## src/rtl/semaforo.sv

```systemverilog
// Two-way traffic-light controller: light A cycles GREEN -> YELLOW -> RED with
// per-colour dwell times, light B shows the complementary colour; bt cuts A's green short.
module semaforo #(
   parameter logic [7:0] VERDE    = 8'd1,
   parameter logic [7:0] AMARELO  = 8'd3,
   parameter logic [7:0] VERMELHO = 8'd2
) (
   input  logic       clk,
   input  logic       rst,
   input  logic       bt,
   output logic [2:0] A,
   output logic [2:0] B
);

   typedef enum logic [1:0] {
      PH_G = 2'd0,
      PH_Y = 2'd1,
      PH_R = 2'd2
   } phase_t;

   // A dwell of 0 behaves as a single-cycle phase.
   localparam logic [7:0] DW_G = (VERDE    == 8'd0) ? 8'd1 : VERDE;
   localparam logic [7:0] DW_Y = (AMARELO  == 8'd0) ? 8'd1 : AMARELO;
   localparam logic [7:0] DW_R = (VERMELHO == 8'd0) ? 8'd1 : VERMELHO;

   localparam logic [2:0] C_GREEN  = 3'b001;
   localparam logic [2:0] C_YELLOW = 3'b010;
   localparam logic [2:0] C_RED    = 3'b100;

   phase_t     phase, phase_next;
   logic [7:0] cnt, cnt_next;
   logic [7:0] last;

   always_ff @(posedge clk or negedge rst) begin
      if (!rst) begin
         phase <= PH_G;
         cnt   <= 8'd0;
      end else begin
         phase <= phase_next;
         cnt   <= cnt_next;
      end
   end

   always_comb begin
      phase_next = phase;
      cnt_next   = cnt + 8'd1;
      last       = DW_G - 8'd1;
      case (phase)
         PH_G: last = DW_G - 8'd1;
         PH_Y: last = DW_Y - 8'd1;
         PH_R: last = DW_R - 8'd1;
         default: last = 8'd0;
      endcase

      if (phase == PH_G && bt) begin
         phase_next = PH_Y;
         cnt_next   = 8'd0;
      end else if (cnt >= last) begin
         cnt_next = 8'd0;
         case (phase)
            PH_G:    phase_next = PH_Y;
            PH_Y:    phase_next = PH_R;
            PH_R:    phase_next = PH_G;
            default: phase_next = PH_G;
         endcase
      end
   end

   // Lights decode from the phase register only, so bt never reaches them combinationally.
   always_comb begin
      A = C_GREEN;
      B = C_RED;
      case (phase)
         PH_G: begin A = C_GREEN;  B = C_RED;   end
         PH_Y: begin A = C_YELLOW; B = C_RED;   end
         PH_R: begin A = C_RED;    B = C_GREEN; end
         default: begin A = C_GREEN; B = C_RED; end
      endcase
   end

endmodule

```

## config.mk

```make
export PLATFORM = sky130hd
export DESIGN_NAME = semaforo
export DESIGN_NICKNAME = d
export VERILOG_FILES = /design/src/rtl/semaforo.sv
export SDC_FILE = /design/constraint.sdc
export NUM_CORES = 1
export LEC_CHECK = 0
export CAP_MARGIN = 20
export CORE_UTILIZATION = 35
export DETAILED_ROUTE_END_ITERATION = 6
export PLACE_DENSITY = 0.57
export SLEW_MARGIN = 20
export SYNTH_ARGS = -nofsm -noshare
export SYNTH_HDL_FRONTEND = slang
export SYNTH_SLANG_ARGS = --single-unit
export TNS_END_PERCENT = 100
```

## constraint.sdc

```tcl
create_clock -name clk -period 2 [get_ports clk]
set_input_delay 0.4 -clock clk [delete_from_list [all_inputs] [get_ports clk]]
set_output_delay 0.4 -clock clk [all_outputs]
set_load 0.01 [all_outputs]
```

Word-level counts from Yosys, hierarchy flattened:

Cells that the tools add are included.

* flip-flop bits (word level): 10
* bits of input ports: 3
* output and inout port bits: 6
* word-level logic and storage cells: 17

* add/subtract/negate cells: 1
* order comparisons: 1
* equality and inequality tests: 2
* muxes and demuxes: 8
* reduce and logical (&&, ||, !) cells: 3

Operators by type and width (count)
* two-way mux 8 bit: 2
* adder 8 x 1 -> 8 bit (second input constant): 1
* >= comparator 8 bit: 1
* case mux 2 bit (2 select lines): 2
* case mux 3 bit (2 select lines): 1
* two-way mux 2 bit: 2
* two-way mux 3 bit: 1
* == test 2 x 1 -> 1 bit (second input constant): 1
* == test 2 bit (second input constant): 1
* zero test 2 bit: 1
* nonzero test 2 bit: 1
* logical AND 1 bit: 1

Longest topological paths before layout:

Gate-level depths: netlist (run 1).

* word-level depth: 5
* depth in mapped cells: 7
* mapped depth without buffers: 7

Worst setup path before layout (run 1):

Ideal clock, no wire load.

* path kind: reg-to-reg
* from: register phase[0]
* to: register phase[0]
* library setup time: 125 ps
* data arrival time: 1903 ps
* required time: 1875 ps
* slack: -28 ps
* stages on the path, launching flop included: 8
* buffers on the path: 0
* period minus slack after synthesis: 2028 ps
* cell sequence: dfrtp_1 > inv_1 > ha_1 > ha_1 > nand2b_4 > a2111oi_4 > nand3_2 > mux2_4

* word-level cells in the longest chain between the ends: 4
* elaborated cells on any way between the ends: 10
* those cells by class: order compare: 1; eq/ne: 2; mux: 4; reduce/logical: 3

Ends and longest elaborated chain
* start, declared: RTL line 30 `phase_t phase, phase_next;`
* start signal, assigned: RTL line 39 `phase <= phase_next;`
* == test 2 bit, or another cell as far along: RTL line 48 `case (phase)`
* case mux 2 bit (2 select lines) (on tied branches): RTL line 48, 60
* >= comparator 8 bit / two-way mux 2 bit (equally long branches): RTL line 58 `end else if (cnt >= last) begin`
* nonzero test 2 bit (no source line) / two-way mux 2 bit (equally long branches)

Parallel ways exist; a longest one is shown, timed or not. The select of a mux whose other input is x is not followed.
A chain may end at the register's enable or synchronous reset.

Worst setup path after layout (run 1):

Same ends and word-level chain as after synthesis.

==> impl_metrics.csv, run 1 <==
group,metric,value,unit
floorplanning,die-area,1630,sq um
sta,clock_skew,4.52,ps
status,status,"finished, final reports clean",
floorplanning,boundaryPins,9,
clock_tree,htreeDepth,1,
clock_tree,cts_root_buf,"clkbuf_4",
clock_tree,clockBufferDepth,2,
pwr,irDropWorstVdd,512,uV
floorplanning,dieWidth,40.4,microns
critical_path,critPathArrivalTime,2070,ps
global_routing,antenna_found_initial,0,
synth,syn_inst,39,
detailed_routing,drt_iter0_drc,0,
clock_tree,clock_latency,250,ps
global_routing,grt_overflow_total,0,
final_layout,stdcell_count,69,
floorplanning,fp-row-count,13,
critical_path,reg2reg_slack,70,ps
detailed_routing,viasPerCell,4.16,
global_routing,grt_pass1_vias,302,
pwr,power,0.751,mW
synth,ys_seq_area_frac,0.484,
clock_tree,cts_tree,"yes",
global_routing,grt_max_degree,11,
critical_path,startpoint_type,"flop",
pwr,p_leak,0.314,nW
sta,setup_ws,65.3,ps
global_routing,grt_pass1_wl,1.16,mm
final_layout,nFillCells,122,
clock_tree,cts_setup_buffers,0,
sta,min_period_over_period,0.967,
synth,synth_cell_type_count,16,
placement,dpl.hpwl,564,microns
critical_path,cp_max_fo,2,
detailed_routing,routed_wl,713,microns
pwr,powerDensity,1100,nW/um^2
synth,synth_top_cell_by_area,"dfrtp_1",
synth,ys_seq_elements,10,
global_routing,grt.total_usage,0.121,
sta,rsz0062_at_grt,"false",
clock_tree,clock_sinks,10,
sta,setup_viol,0,
detailed_routing,drt_pre_antenna_iters,1,
placement,dp_cells,66,
synth,ys_warn_count,0,
final_layout,antenna_cells,0,
detailed_routing,wl_per_cell,10.3,microns
detailed_routing,num_vias,287,
critical_path,required,2140,ps
sta,max_freq,517,MHz
clock_tree,numCtsBuffers,3,
synth,netlist.area_leader.share,0.484,
floorplanning,start_util,0.387,
synth,synth_area_leaders,"dfrtp_1, ha_1, a2111oi_4, buf_4, inv_1",
floorplanning,core,1330,sq um
clock_tree,clk_pin_slew_worst_paths,60,ps
critical_path,critPathCaptureType,"flop",
min_path,holdCritPathClass,"flop to flop",
final_layout,drive_gt1_frac,0.315,
placement,portBuffers,7,
detailed_routing,postRouteAntennaNets,0,
critical_path,worstSetupPathType,"flop to flop",
placement,routabilityCongestion,0.608,
sta,hold_ws,455,ps
final_layout,area_delta_synth_final,32.2,%
sta,fin_setup_tns,0,ps
floorplanning,dieHeight,40.4,microns
final_layout,num-nets-final,66,
clock_tree,postCtsHoldBufs,0,
detailed_routing,drc_errors,0,
job,cap_violations,0,
sta,finalHoldViolCount,0,
synth,syn_area_per_cell,13.2,sq um
synth,syn_area,517,sq um
sta,slew_violations,0,
placement,dp_worst_setup_slack,6.23,ps
sta,period_needed,1930,ps
## worst paths after layout
check                                      from              endpoint  cells after the start
max in group asynchronous                   rst      cnt[5]$_DFF_PN0_                      1
min reg2reg                    cnt[0]$_DFF_PN0_      cnt[0]$_DFF_PN0_                      1
min                            cnt[0]$_DFF_PN0_      cnt[0]$_DFF_PN0_                      1
max reg2reg                phase[0]$_DFFE_PN0P_  phase[0]$_DFFE_PN0P_                      7
max                        phase[0]$_DFFE_PN0P_  phase[0]$_DFFE_PN0P_                      7
min in group asynchronous                   rst  phase[0]$_DFFE_PN0P_                      1
## critical path, cell delays in order (launching register included)
cell       delay (ps)
dfrtp_1           390
buf_4             140
ha_1              210
inv_2              80
ha_4              210
a2111oi_4         330
nand3_2           140
mux2_4            310
## layer usage
metal	vias to the layer above	track usage	wire length, microns
met1	131	0.120	309
met2	7	0.194	366
li1	147	-	-
met3	2	0.0667	30
met5	-	0	0
met4	0	0.0750	7
## flip-flops by register name, summed over array words and instances, names as in the netlist
signal  count
cnt         8
phase       2
## layout make-up
cell class	instances	area, sq um	share of cell area
well taps	15	18.8	0.0275
inverters	6	22.5	0.0330
multi-input cells	25	278	0.407
clock buffers	3	22.5	0.0330
repair buffers	10	91.3	0.134
flip-flops and latches	10	250	0.366
## stage by stage
step / utilization / area, sq um
after floorplan: - / 538
after global placement: 0.470 / 627
after detailed placement: 0.470 / 627
after CTS: 0.495 / 661
after global routing: 0.512 / 683
final: 0.512 / 683
## kinds of logic after synthesis
group / synth area share
DFF: 0.484
buffers and inverters: 0.0872
and+or+nand+nor: 0.133
adders and majority gates: 0.169
muxes: 0.0484
other: 0.00726
AOI/OAI and AO/OA: 0.0533
xor gates and xnor gates: 0.0170
## Yosys cell counts (all sizes together)
library cell and count:
dfrtp 10, nor2 2, a2111oi 1, nand2 1, and3 1, and2 1
ha 7, nor4 1, mux2i 1, buf 3, xnor2 1, conb 1
nand3 1, mux2 1, inv 6, nand2b 1
## layout by cell type, fill, tap and decap left out, drive strengths merged, types with 2 or more instances in the layout
cell type and instances:
inv 6, nor2 2, clkbuf 3, conb 6, buf 3, ha 7, clkdlybuf4s50 6, dfrtp 10
## repair_timing
| item | in CTS | in global routing |
|---|---|---|
| endpoints found under the setup margin | 2 | 2 |
| resized for setup | 4 | 3 |
| pin swaps | 2 | 3 |
| gates cloned | 0 | 0 |
## power by group
part / internal [mW] / switching [mW] / leakage [nW]
logic: 0.211 / 0.163 / 0.175
registers: 0.227 / 0.0235 / 0.125
clock network: 0.0689 / 0.0576 / 0.0138
total: 0.507 / 0.244 / 0.314
(Power assumes the default switching activity.)
==> inputs of run 2 (changes only) <==
PLACE_DENSITY = default   (was 0.57)
==> run 2 against run 1 <==
Against the previous run: global-route usage is 0.10 points lower; maximum frequency rose by 1.3%; combinational power is 2% lower; first-iteration DRC count rose by 2; wire length grew 0.42%; non-clock buffer count up 2; flip-flop and latch count did not move; clock-buffer cell count rose by 1; register-to-register slack improved by 20 ps; setup slack better by 25 ps; via count increased by 2.8%; largest power group unchanged; highest routed layer is now met3.
==> impl_metrics.csv, run 2 (synthesis results as in run 1) <==
group,metric,value,unit
clock_tree,clockBufferDepth,2,
placement,dp_cells,68,
placement,routabilityCongestion,0.699,
critical_path,cp_max_fo,2,
pwr,power,0.784,mW
clock_tree,cts_tree,"yes",
placement,dp_worst_setup_slack,67.6,ps
floorplanning,die-area,1630,sq um
clock_tree,cts_setup_buffers,0,
final_layout,multi_input_area,263,sq um
detailed_routing,wl_per_cell,9.94,microns
placement,portBuffers,7,
final_layout,num-nets-final,68,
job,cap_violations,0,
final_layout,ff_latch_area,250,sq um
clock_tree,numCtsBuffers,3,
sta,max_freq,524,MHz
sta,min_period_over_period,0.955,
global_routing,grt_pass1_wl,1.06,mm
floorplanning,dieHeight,40.4,microns
final_layout,final_common_cell,"dfrtp_1",
final_layout,final_util,0.528,
pwr,powerDensity,1110,nW/um^2
clock_tree,htreeDepth,1,
floorplanning,dieWidth,40.4,microns
global_routing,grt_pass1_vias,265,
clock_tree,clock_sinks,10,
critical_path,worstSetupPathType,"flop to flop",
clock_tree,clock_latency,260,ps
detailed_routing,num_vias,295,
final_layout,drive_gt1_frac,0.333,
sta,finalHoldViolCount,0,
sta,setup_ws,90.1,ps
final_layout,area_delta_synth_final,36.3,%
detailed_routing,drt_iter0_drc,2,
critical_path,critPathCaptureType,"flop",
final_layout,stdcell_count,72,
floorplanning,boundaryPins,9,
detailed_routing,routed_wl,716,microns
critical_path,required,2150,ps
final_layout,largest_register_ffs,8,
global_routing,grt.total_usage,0.120,
global_routing,grt_overflow_total,0,
final_layout,largestRegisters,"cnt: 8 flops, phase: 2 flops",
sta,rsz0062_at_grt,"false",
critical_path,startpoint_type,"flop",
clock_tree,cts_root_buf,"clkbuf_4",
status,status,"finished, final reports clean",
clock_tree,postCtsHoldBufs,0,
sta,clock_skew,8.15,ps
global_routing,grt_max_degree,11,
final_layout,final_cell_mix,"dfrtp_1, conb_1, inv_1, buf_4, ha_1",
critical_path,critPathArrivalTime,2060,ps
pwr,p_leak,0.360,nW
detailed_routing,postRouteAntennaNets,0,
floorplanning,core,1330,sq um
sta,slew_violations,0,
placement,dpl.hpwl,550,microns
sta,period_needed,1910,ps
pwr,irDropWorstVdd,474,uV
sta,setup_viol,0,
floorplanning,fp-row-count,13,
detailed_routing,drc_errors,0,
final_layout,regMostFlops,"cnt",
sta,fin_setup_tns,0,ps
final_layout,antenna_cells,0,
floorplanning,start_util,0.387,
final_layout,nFillCells,119,
detailed_routing,viasPerCell,4.10,
clock_tree,clk_pin_slew_worst_paths,70,ps
global_routing,antenna_found_initial,0,
detailed_routing,drt_pre_antenna_iters,2,
min_path,holdCritPathClass,"primary input to asynchronous set/reset pin",
## run 2: final cells by class
type | count | area share
well taps | 15 | 0.0266
clock buffers | 4 | 0.0515
repair buffers | 12 | 0.162
inverters | 6 | 0.0320
multi-input cells | 25 | 0.373
flip-flops and latches | 10 | 0.355
## run 2: where the power goes
part           leakage [nW]  switching, mW  internal [mW]
Sequential            0.125         0.0147          0.227
Clock                0.0210         0.0660          0.110
Combinational         0.214          0.159          0.207
Total                 0.360          0.240          0.544
## run 2: path summary, 6_finish.rpt
path / from / endpoint / slack, ps / cells past startpoint
max: phase[0]$_DFFE_PN0P_ / phase[0]$_DFFE_PN0P_ / 90 / 7
min: rst / cnt[1]$_DFF_PN0_ / 440 / 1
max reg2reg: phase[0]$_DFFE_PN0P_ / phase[0]$_DFFE_PN0P_ / 90 / 7
min reg2reg: cnt[0]$_DFF_PN0_ / cnt[0]$_DFF_PN0_ / 460 / 1
max in group asynchronous: rst / cnt[6]$_DFF_PN0_ / 1250 / 1
min in group clk: cnt[0]$_DFF_PN0_ / cnt[0]$_DFF_PN0_ / 460 / 1
## run 2: stage by stage
step	area, sq um	hold slack (ps)
detailed placement	642	451
global route	704	460
finish	704	440
global placement	642	445
CTS	677	448
floorplan	538	104
## run 2: layer usage
metal  share of wire  track usage
met3           0.082        0.100
met5               0            0
met2            0.49        0.163
met4               0       0.0750
met1            0.42        0.124
## run 2: worst max-delay path, stage by stage, from the launching register on
cell and delay [ps]:
dfrtp_1 380, buf_4 140, ha_2 180, inv_2 80, ha_4 210, a2111oi_4 380
nand3_2 130, mux2_4 310
## run 2: repair_timing
| item | CTS | global route |
|---|---|---|
| resized for setup | 1 | 7 |
| gates cloned | 0 | 0 |
| setup endpoints to repair | 1 | 5 |
| pin swaps | 0 | 2 |
==> inputs of run 3 (changes only) <==
clock period = 2.5 ns   (was 2 ns; I/O delays follow)
==> run 3 against run 2 <==
Against the previous run: global-route usage is 0.29 points higher; sequential share of layout area is 3.7 points higher; die area stayed put; maximum frequency is 9.4% lower; first-iteration DRC count is 100% lower; critical path type unchanged; clock-buffer cell count stayed put; worst hold slack better by 36 ps; clock power is 21% lower.
==> impl_metrics.csv, run 3 (synthesis results as in run 1) <==
group,metric,value,unit
floorplanning,dieWidth,40.4,microns
clock_tree,htreeDepth,1,
sta,hold_ws,476,ps
floorplanning,start_util,0.387,
pwr,switching_power,0.176,mW
clock_tree,cts_resized,0,
placement,dpl.hpwl,560,microns
job,cap_violations,0,
critical_path,crit_top_cell,"ha_1",
critical_path,path_cells,"inv_1, ha_1, ha_1, nand2b_4, a2111oi_4, nand3_2, mux2_4",
sta,clock_skew,4.42,ps
critical_path,cpPeakStageDelay,370,ps
pwr,pwr-share-comb,0.423,
critical_path,path_buf_inv,1,
critical_path,cpLargestDelayFamily,"adder cells",
critical_path,r2r_start,"phase[0]$_DFFE_PN0P_",
critical_path,critPathArrivalTime,2250,ps
detailed_routing,viasPerCell,4.09,
detailed_routing,drt_iter0_drc,0,
clock_tree,cts_tree,"yes",
critical_path,worstSetupPathType,"flop to flop",
sta,rsz0062_at_grt,"false",
detailed_routing,drc_errors,0,
floorplanning,dieHeight,40.4,microns
final_layout,largestRegisters,"cnt: 8 flops, phase: 2 flops",
pwr,powerDensity,914,nW/um^2
final_layout,largest_register_ffs,8,
final_layout,nFillCells,135,
final_layout,final_cell_mix,"dfrtp_1, ha_1, clkdlybuf4s50_1, inv_1, conb_1",
global_routing,grt_pass1_wl,1.17,mm
global_routing,antenna_found_initial,0,
clock_tree,postCtsHoldBufs,0,
clock_tree,clock_sinks,10,
final_layout,regMostFlops,"cnt",
pwr,switching_share,0.301,
critical_path,critPathSlowestCell,"dfrtp_1",
detailed_routing,num_vias,274,
final_layout,num-nets-final,63,
pwr,pwr-share-clk,0.239,
pwr,power,0.583,mW
detailed_routing,postRouteAntennaNets,0,
pwr,seqPwrFrac,0.338,
clock_tree,clock_latency,260,ps
sta,min_period_over_period,0.843,
critical_path,startpoint_type,"flop",
status,status,"finished, final reports clean",
final_layout,drive_gt1_frac,0.173,
sta,finalHoldViolCount,0,
critical_path,worstSetupStartpoint,"phase[0]$_DFFE_PN0P_",
global_routing,grt_max_degree,11,
placement,postPlaceCellArea,602,sq um
pwr,irDropWorstVdd,420,uV
pwr,p_int,0.407,mW
pwr,p_leak,0.308,nW
detailed_routing,routed_wl,692,microns
floorplanning,fp-row-count,13,
global_routing,grt_pass1_vias,297,
final_layout,final_common_cell,"dfrtp_1",
min_path,hold_start,"cnt[0]$_DFF_PN0_",
clock_tree,cts_root_buf,"clkbuf_4",
clock_tree,clockBufferDepth,2,
global_routing,grt.total_usage,0.123,
global_routing,grt_overflow_total,0,
sta,fin_setup_tns,0,ps
floorplanning,die-area,1630,sq um
floorplanning,boundaryPins,9,
detailed_routing,wl_per_cell,10.3,microns
sta,max_freq,475,MHz
sta,setup_viol,0,
final_layout,final_util,0.478,
final_layout,stdcell_area,638,sq um
final_layout,antenna_cells,0,
clock_tree,cts_setup_buffers,0,
sta,period_needed,2110,ps
placement,routabilityCongestion,0.785,
min_path,holdCritPathClass,"flop to flop",
floorplanning,core,1330,sq um
placement,portBuffers,7,
critical_path,critPathCaptureType,"flop",
sta,slew_violations,0,
clock_tree,numCtsBuffers,3,
final_layout,area_delta_synth_final,23.5,%
critical_path,cp_max_fo,4,
detailed_routing,drt_pre_antenna_iters,1,
clock_tree,clk_pin_slew_worst_paths,60,ps
critical_path,required,2650,ps
==> run 3: power groups by stage <==
stage	logic, mW	clock network (mW)	registers [mW]
2_1_floorplan	0.166	0	0.196
3_3_place_gp	0.253	0	0.199
3_5_place_dp	0.251	0	0.200
4_1_cts	0.252	0.146	0.197
5_1_grt	0.283	0.154	0.199
6_report	0.247	0.139	0.197
==> run 3: layout make-up <==
cell class,instances,area (sq um),share of cell area
tap,15,18.8,0.0294
clock buffer,4,36.3,0.0569
timing repair buffer,7,70.1,0.110
sequential,10,250,0.392
inverter,6,22.5,0.0353
multi-input combinational,25,240,0.376
==> run 3: final timing paths <==
path,end,cells after the start,slack (ps)
max in group asynchronous,cnt[4]$_DFF_PN0_,1,1650
min in group asynchronous,phase[1]$_DFFE_PN0P_,1,550
setup reg to reg,phase[0]$_DFFE_PN0P_,7,390
hold / removal,cnt[0]$_DFF_PN0_,1,480
hold reg to reg,cnt[0]$_DFF_PN0_,1,480
setup / recovery,phase[0]$_DFFE_PN0P_,7,390
==> run 3: worst reg2reg max path, cell delays in order (launching register included) <==
cell	delay, ps
dfrtp_1	370
inv_1	100
ha_1	250
ha_1	300
nand2b_4	140
a2111oi_4	370
nand3_2	150
mux2_4	310
==> run 3: metal layers <==
layer,wire length [microns],global-route usage
met1,321,0.129
met2,326,0.190
met3,34,0.0500
met4,10,0.100
met5,0,0
==> run 3: through the flow <==
stage	worst slack, ps	instances
floorplan	472	44
global placement	423	63
CTS	364	67
finish	393	67
detailed placement	380	63
global route	289	67
